File: config.mk
export PLATFORM = sky130hd
export DESIGN_NAME = elastic_stage_reg
export DESIGN_NICKNAME = d
export VERILOG_FILES = /design/src/rtl/pipe_pkg.sv /design/src/rtl/stage_entry.sv /design/src/rtl/elastic_stage_reg.sv
export SDC_FILE = /design/constraint.sdc
export NUM_CORES = 1
export LEC_CHECK = 0
export CELL_PAD_IN_SITES_DETAIL_PLACEMENT = 2
export CELL_PAD_IN_SITES_GLOBAL_PLACEMENT = 2
export CORE_MARGIN = 2
export CORE_UTILIZATION = 25
export DETAILED_ROUTE_END_ITERATION = 16
export MAX_ROUTING_LAYER = met4
export PLACE_DENSITY = 0.77
export SLEW_MARGIN = 20
export SYNTH_ARGS = -nofsm -noshare
export SYNTH_HDL_FRONTEND = slang
export SYNTH_SLANG_ARGS = --single-unit
File: constraint.sdc
create_clock -name clk -period 1.99 [get_ports clk]
set_input_delay 0.4975 -clock clk [delete_from_list [all_inputs] [get_ports clk]]
set_output_delay 0.4975 -clock clk [all_outputs]
set_load 0.01 [all_outputs]
File: src/rtl/pipe_pkg.sv
// Shared types and constants for the handshaked pipeline-stage registers.
package pipe_pkg;

    localparam int DEF_DATA_W = 32;
    localparam int DEF_CTRL_W = 8;
    localparam int PERF_CNT_W = 32;

    typedef enum logic [1:0] {
        EMPTY = 2'd0,
        ONE   = 2'd1,
        TWO   = 2'd2
    } occ_e;

    function automatic logic [PERF_CNT_W-1:0] sat_inc(input logic [PERF_CNT_W-1:0] v);
        return (&v) ? v : v + {{(PERF_CNT_W-1){1'b0}}, 1'b1};
    endfunction

endpackage

File: src/rtl/stage_entry.sv
// One {valid, data, ctrl} holding register; ctrl reads as zero whenever the entry is invalid.
module stage_entry
    import pipe_pkg::*;
#(
    parameter int DATA_W = DEF_DATA_W,
    parameter int CTRL_W = DEF_CTRL_W
) (
    input  logic              clk,
    input  logic              rst,
    input  logic              i_clear,
    input  logic              i_load,
    input  logic [DATA_W-1:0] i_data,
    input  logic [CTRL_W-1:0] i_ctrl,
    output logic              o_valid,
    output logic [DATA_W-1:0] o_data,
    output logic [CTRL_W-1:0] o_ctrl
);

    logic              r_valid;
    logic [DATA_W-1:0] r_data;
    logic [CTRL_W-1:0] r_ctrl;

    // NOTE: non-blocking assignments keep every register in this block updating from pre-edge values.
    always_ff @(posedge clk) begin
        if (rst) begin
            // NOTE: data is reset here so a freshly reset stage presents zero; clear leaves it as a don't-care.
            r_valid <= 1'b0;
            r_data  <= '0;
            r_ctrl  <= '0;
        end else if (i_clear) begin
            r_valid <= 1'b0;
            r_ctrl  <= '0;
        end else if (i_load) begin
            r_valid <= 1'b1;
            r_data  <= i_data;
            r_ctrl  <= i_ctrl;
        end
    end

    assign o_valid = r_valid;
    assign o_data  = r_data;
    assign o_ctrl  = r_valid ? r_ctrl : '0;

endmodule

File: src/rtl/elastic_stage_reg.sv
// Elastic pipeline-stage register: main + skid entry, flush/freeze, no out_ready -> in_ready path.
// Define ELASTIC_STAGE_PERF_EN to add the saturating stall_cnt / bubble_cnt outputs.
module elastic_stage_reg
    import pipe_pkg::*;
#(
    parameter int DATA_W = DEF_DATA_W,
    parameter int CTRL_W = DEF_CTRL_W
) (
    input  logic              clk,
    input  logic              rst,
    input  logic              flush,
    input  logic              freeze,
    input  logic              in_valid,
    output logic              in_ready,
    input  logic [DATA_W-1:0] in_data,
    input  logic [CTRL_W-1:0] in_ctrl,
    output logic              out_valid,
    input  logic              out_ready,
    output logic [DATA_W-1:0] out_data,
`ifdef ELASTIC_STAGE_PERF_EN
    output logic [CTRL_W-1:0]     out_ctrl,
    output logic [PERF_CNT_W-1:0] stall_cnt,
    output logic [PERF_CNT_W-1:0] bubble_cnt
`else
    output logic [CTRL_W-1:0] out_ctrl
`endif
);

    logic              w_main_valid, w_skid_valid;
    logic [DATA_W-1:0] w_main_data, w_skid_data, w_main_d;
    logic [CTRL_W-1:0] w_main_ctrl, w_skid_ctrl, w_main_c;
    logic              w_main_load, w_main_clear, w_main_from_skid;
    logic              w_skid_load, w_skid_clear;
    logic              w_in_fire, w_out_fire;
    occ_e              w_occ;

    // Handshakes see only registered valids plus the flush/freeze/rst inputs.
    assign in_ready   = ~w_skid_valid & ~freeze & ~flush & ~rst;
    assign out_valid  = w_main_valid & ~freeze & ~flush & ~rst;
    assign w_in_fire  = in_valid & in_ready;
    assign w_out_fire = out_valid & out_ready;

    always_comb begin
        w_occ = EMPTY;
        if (w_skid_valid)      w_occ = TWO;
        else if (w_main_valid) w_occ = ONE;
    end

    always_comb begin
        // NOTE: every output gets a default before the case so no path infers a latch.
        w_main_load      = 1'b0;
        w_main_clear     = flush;
        w_main_from_skid = 1'b0;
        w_skid_load      = 1'b0;
        w_skid_clear     = flush;
        case (w_occ)
            EMPTY: w_main_load = w_in_fire;
            ONE: begin
                if (w_in_fire && w_out_fire) w_main_load  = 1'b1;
                else if (w_in_fire)          w_skid_load  = 1'b1;
                else if (w_out_fire)         w_main_clear = 1'b1;
            end
            TWO: begin
                if (w_out_fire) begin
                    w_main_load      = 1'b1;
                    w_main_from_skid = 1'b1;
                    w_skid_clear     = 1'b1;
                end
            end
            default: ;
        endcase
    end

    assign w_main_d = w_main_from_skid ? w_skid_data : in_data;
    assign w_main_c = w_main_from_skid ? w_skid_ctrl : in_ctrl;

    stage_entry #(.DATA_W(DATA_W), .CTRL_W(CTRL_W)) u_main (
        .clk     (clk),
        .rst     (rst),
        .i_clear (w_main_clear),
        .i_load  (w_main_load),
        .i_data  (w_main_d),
        .i_ctrl  (w_main_c),
        .o_valid (w_main_valid),
        .o_data  (w_main_data),
        .o_ctrl  (w_main_ctrl)
    );

    stage_entry #(.DATA_W(DATA_W), .CTRL_W(CTRL_W)) u_skid (
        .clk     (clk),
        .rst     (rst),
        .i_clear (w_skid_clear),
        .i_load  (w_skid_load),
        .i_data  (in_data),
        .i_ctrl  (in_ctrl),
        .o_valid (w_skid_valid),
        .o_data  (w_skid_data),
        .o_ctrl  (w_skid_ctrl)
    );

    assign out_data = w_main_data;
    assign out_ctrl = out_valid ? w_main_ctrl : '0;

`ifdef ELASTIC_STAGE_PERF_EN
    logic [PERF_CNT_W-1:0] r_stall_cnt, r_bubble_cnt;

    // Counters survive flush; only rst clears them.
    always_ff @(posedge clk) begin
        if (rst) begin
            r_stall_cnt  <= '0;
            r_bubble_cnt <= '0;
        end else begin
            if (out_valid && !out_ready)  r_stall_cnt  <= sat_inc(r_stall_cnt);
            if (!w_main_valid && !freeze) r_bubble_cnt <= sat_inc(r_bubble_cnt);
        end
    end

    assign stall_cnt  = r_stall_cnt;
    assign bubble_cnt = r_bubble_cnt;
`else
`endif

endmodule

## Word-level counts from Yosys, hierarchy flattened

Index checks and enable logic that the tools add are counted.

| word-level totals | value |
|---|---|
| bits in registers | 82 |
| bits of input ports | 46 |
| output and inout port bits | 42 |
| word-level logic and storage cells | 47 |

| operators by class | value |
|---|---|
| equal/unequal tests | 2 |
| multiplexer cells | 19 |
| bitwise logic cells | 14 |
| reductions and logical operators | 6 |

Operator list:

| operator | number |
|---|---|
| 32-bit 2-to-1 mux | 1 |
| 8-bit 2-to-1 mux | 4 |
| 1-bit 2-to-1 mux | 12 |
| 1-bit bitwise AND | 8 |
| 1-bit NOT | 6 |
| 2-bit AND reduction | 2 |
| 2-bit OR reduction | 2 |
| 1-bit case mux with 3 select lines | 1 |
| 2-bit by 1-bit equality test with 1-bit output (second input constant) | 1 |
| 2-bit equality test (second input constant) | 1 |
| 2-bit zero test | 1 |
| 2-bit 2-to-1 mux | 1 |
| 1-bit logical AND | 1 |

## Depth between registers and ports, before layout

| logic depth | value |
|---|---|
| word-level depth | 11 |
| depth in mapped cells | 6 |
| gate-level depth less buffers | 4 |

## By module

A second synthesis with hierarchy kept.

| unflattened totals | value |
|---|---|
| cells, all modules | 431 |
| area total of the unflattened synthesis | 4493.1 um^2 |

Modules (own cells, without submodules):

| module | times used | cells each | area an instance (um^2) | sequential area each (um^2) |
|---|---|---|---|---|
| stage_entry | 2 | 183 | 1839.3 | 820.8 |
| elastic_stage_reg | 1 | 65 | 814.5 | 0.0 |

## Least setup slack after synthesis

OpenSTA, ideal clock, no wires.

| timing | value |
|---|---|
| path type | input port to output port |
| from | in freeze |
| to | out in_ready |
| data arrival time | 1276 ps |
| required time | 1492 ps |
| path slack | 216 ps |
| stages on the path | 3 |
| path buffers | 1 |
| path through | or4_4 clkinv_2 buf_6 |

| between the ends | value |
|---|---|
| cells in the longest elaborated chain, start to end | 4 |

Ends and longest elaborated chain:

| what | RTL line | text |
|---|---|---|
| start, declared | elastic_stage_reg.sv:12 | `input logic freeze,` |
| 1-bit NOT | elastic_stage_reg.sv:38 | `assign in_ready = ~w_skid_valid & ~freeze & ~flush & ~rst;` |
| 1-bit bitwise AND (3 in a row) | elastic_stage_reg.sv:38 |  |
| end, declared | elastic_stage_reg.sv:14 | `output logic in_ready,` |

Every way passes these cells.

## Worst setup path in the final report

| timing | value |
|---|---|
| from | in flush |
| to | out out_ctrl[3] |

| between the ends | value |
|---|---|
| cells in the longest elaborated chain, start to end | 4 |

Ends and longest elaborated chain:

| what | RTL line | text |
|---|---|---|
| start, declared | elastic_stage_reg.sv:11 | `input logic flush,` |
| 1-bit NOT | elastic_stage_reg.sv:39 | `assign out_valid = w_main_valid & ~freeze & ~flush & ~rst;` |
| 1-bit bitwise AND (2 in a row) | elastic_stage_reg.sv:39 |  |
| 8-bit 2-to-1 mux | elastic_stage_reg.sv:102 | `assign out_ctrl = out_valid ? w_main_ctrl : '0;` |
| end, declared | elastic_stage_reg.sv:25 | `output logic [CTRL_W-1:0] out_ctrl` |

Every way passes these cells.

==> summary.md <==
| Metric | Value |
|---|---|
| Pre-CTS setup slack | `-0.678 ns` |
| Sequential-to-total area share from yosys stat | `0.424` |
| Antenna Cells | `0` |
| R2R Setup Slk | `between 0.1 and 0.15 ns` |
| Yosys top cell by area | `dfxtp_1` |
| DP Area | `a little over 5000 sq um` |
| Die ar. | `~16,000 sq um` |
| Slack of the critical path | `0.0362 ns` |
| CTS buffer count | `9` |
| Post-synth top area share | `0.424` |
| Post-synth EDFFs | `0` |
| Worst Hold Class | `reg2reg` |
| Area contributors post-synth | `dfxtp_1, nand3_1, o21ai_0, a311oi_1, a41oi_1` |
| Syn_nets | `504` |
| PwrDens | `~680 nW/um^2` |
| Largest net degree at the start of global routing | `42` |
| Worst Path Arrival | `between 1 and 1.5 ns` |
| H-tree depth | `3` |
| Initial Util | `0.256` |
| Setup Viol. Count Final | `0` |
| Initial drt markers | `between 200 and 300` |
| Hold_buf cts | `0` |
| Final Skew | `0.00666 ns` |
| Hold depth | `2` |
| Worst reg2reg startpoint | `u_skid.o_valid` |
| Clk root buf | `clkbuf_16` |
| Clk slew on worst S/H paths | `approximately 0.06 ns` |
| Part of the cycle the worst path needs | `0.982` |
| Setup CP Type | `in2out` |
| Clk Latency, worst-skew pair | `approximately 0.34 ns` |
| Post-synthesis cell area | `3870 sq um` |
| Initial antenna violation count | `0` |
| Peak supply drop | `370 uV` |
| Die Y | `128 microns` |
| Unique masters post-synth | `24` |
| Leak | `1.64 nW` |
| Reg-to-reg critical path endpoint | `u_skid.o_data[1]` |
| Die width | `128 microns` |
| First-pass GRT wire length | `between 20,000 and 30,000 microns` |
| Share of cells above drive strength 1 | `0.135` |
| Placed insts | `between 700 and 800` |
| Antenna-violating nets left | `0` |
| First-pass detailed-route iteration total | `4` |
| Unrepaired setup endpoints after global routing | `true` |
| Rows | `45` |
| Overflow after GRT | `0` |
| Port buffer count | `87` |
| Min-delay src | `u_skid.r_ctrl[3]` |
| WHS Endpoint | `u_skid.r_ctrl[3]` |
| Ys flop type | `dfxtp_1` |
| Hold Fails Final Rpt | `0` |
| WL/cell | `22.6 microns` |
| Via density | `5.86` |
| Area delta synth->final | `38.0%` |
| Placer Congestion | `0.726` |
| Hold WS | `0.479 ns` |
| Post-route cell area | `about 5300 sq um` |
| Asr flop ratio synth | `0` |
| Total wire length | `16,400 microns` |
| Worst-Margin Slew | `0.523 ns` |
| Worst Path Required | `1.49 ns` |
| Min Tclk post-route | `around 2 ns` |
| Total track usage | `0.207` |
| Clock Path Buffers | `2` |
| I/O pin total | `88` |
| CTS tree | `yes` |
| # Max-Cap Violations | `0` |
| Critical path peak fanout | `5` |
| FF+latch count, synth | `82` |
| Fmax | `between 0.5 and 0.6 GHz` |
| Post-route DRC | `0` |
| Mapped Cells | `458` |
| Slew HR | `0.651` |
| Mean cell area of the mapped netlist | `between 8 and 9 sq um` |
| Routed vias | `4,237` |
| Vias in the first global route | `approximately 4,600` |
| Post-detail-place hpwl | `10,100 microns` |
| Pins Over Slew Limit | `0` |
| Fin cells | `723` |
| Setup crit end kind | `output port` |
| Status | `finished, final reports clean` |
| Core area | `15,100 sq um` |
| Clock Sinks | `82` |
| Fin nets | `between 500 and 600` |
| Ys Warns | `0` |
| Reg2reg path depth | `5` |
| Setup crit start kind | `primary input` |
-- cell usage in the layout, fill, tap and decap left out, drive strengths merged, types with 3 or more instances in the layout --
cell	count
a21oi	42
a311oi	40
a41oi	40
and3	8
buf	50
clkbuf	14
clkdlybuf4s50	74
dfxtp	82
nand3	80
nor2	3
o21ai	82
-- worst max path at each step --
stage | endpoint | from | slack, ns | cells past startpoint
after floorplan | in_ready | freeze | 0.22 | 3
final | out_ctrl[3] | flush | 0.04 | 6
after global routing | out_ctrl[3] | flush | -0.0003 | 6
after detailed placement | in_ready | freeze | -0.68 | 4
after CTS | out_ctrl[5] | freeze | 0.02 | 5
after global placement | in_ready | freeze | -0.62 | 4
-- worst max-delay path, stage by stage --
cell and delay, ns:
buf_2 0.13, nor3_4 0.26, buf_12 0.15, buf_4 0.12, and3_1 0.16, buf_2 0.13
-- cells by family (layout without fill, tap and decap cells) --
family / after synthesis / in the layout / share of synthesized area
AO/OA/AOI/OAI: 204 / 204 / 0.342
buffers and inverters: 68 / 145 / 0.0876
flip-flops: 82 / 82 / 0.424
AND/OR/NAND/NOR: 104 / 104 / 0.146
-- power breakdown --
| part | internal [mW] | switching [mW] |
|---|---|---|
| registers | 1.67 | 0.0183 |
| clock network | 0.880 | 0.669 |
| logic | 0.199 | 0.196 |
| total | 2.75 | 0.883 |
-- flip-flops by register name, indices dropped and copies added (netlist names) --
register        flops
u_main.o_data      32
u_main.o_valid      1
u_main.r_ctrl       8
u_skid.o_data      32
u_skid.o_valid      1
u_skid.r_ctrl       8
-- per-layer routing --
metal	part of all wire	vias up	track usage
li1	-	1928	-
met1	0.41	2150	0.227
met2	0.52	129	0.375
met3	0.039	30	0.0353
met4	0.028	0	0.0750
met5	0	-	-
-- layout make-up --
type	instances	area, sq um
tap	188	235
timing repair buffer	128	1280
clock buffer	14	254
fill	1685	9800
multi-input combinational	308	1910
sequential	82	1640
inverter	1	5.00
clock inverter	2	12.5
-- stage by stage --
stage,util,power [mW],TNS (ns)
after global placement,0.334,2.10,-39.91
after CTS,0.352,3.67,0
final,0.353,3.63,0
after global routing,0.353,3.75,-0.000299
after detailed placement,0.334,2.11,-48.84
after floorplan,-,1.87,0
-- timing repair --
| action | 4_1_cts | 5_1_grt |
|---|---|---|
| hold endpoints to repair | 0 | 0 |
| gates resized for setup | 39 | 3 |
| cloned | 1 | 0 |
| endpoints found under the setup margin | 91 | 27 |
| setup buffers | 3 | 0 |
| pin swaps | 1 | 1 |
-- Yosys cell counts, drive strengths merged (2+ instances only) --
master	number
a21oi	42
a311oi	40
a41oi	40
and3	8
and3b	2
buf	21
clkbuf	46
dfxtp	82
nand2b	2
nand3	80
nand3b	2
nor2	3
o21ai	82
Power figures use the tool's default switching activity.
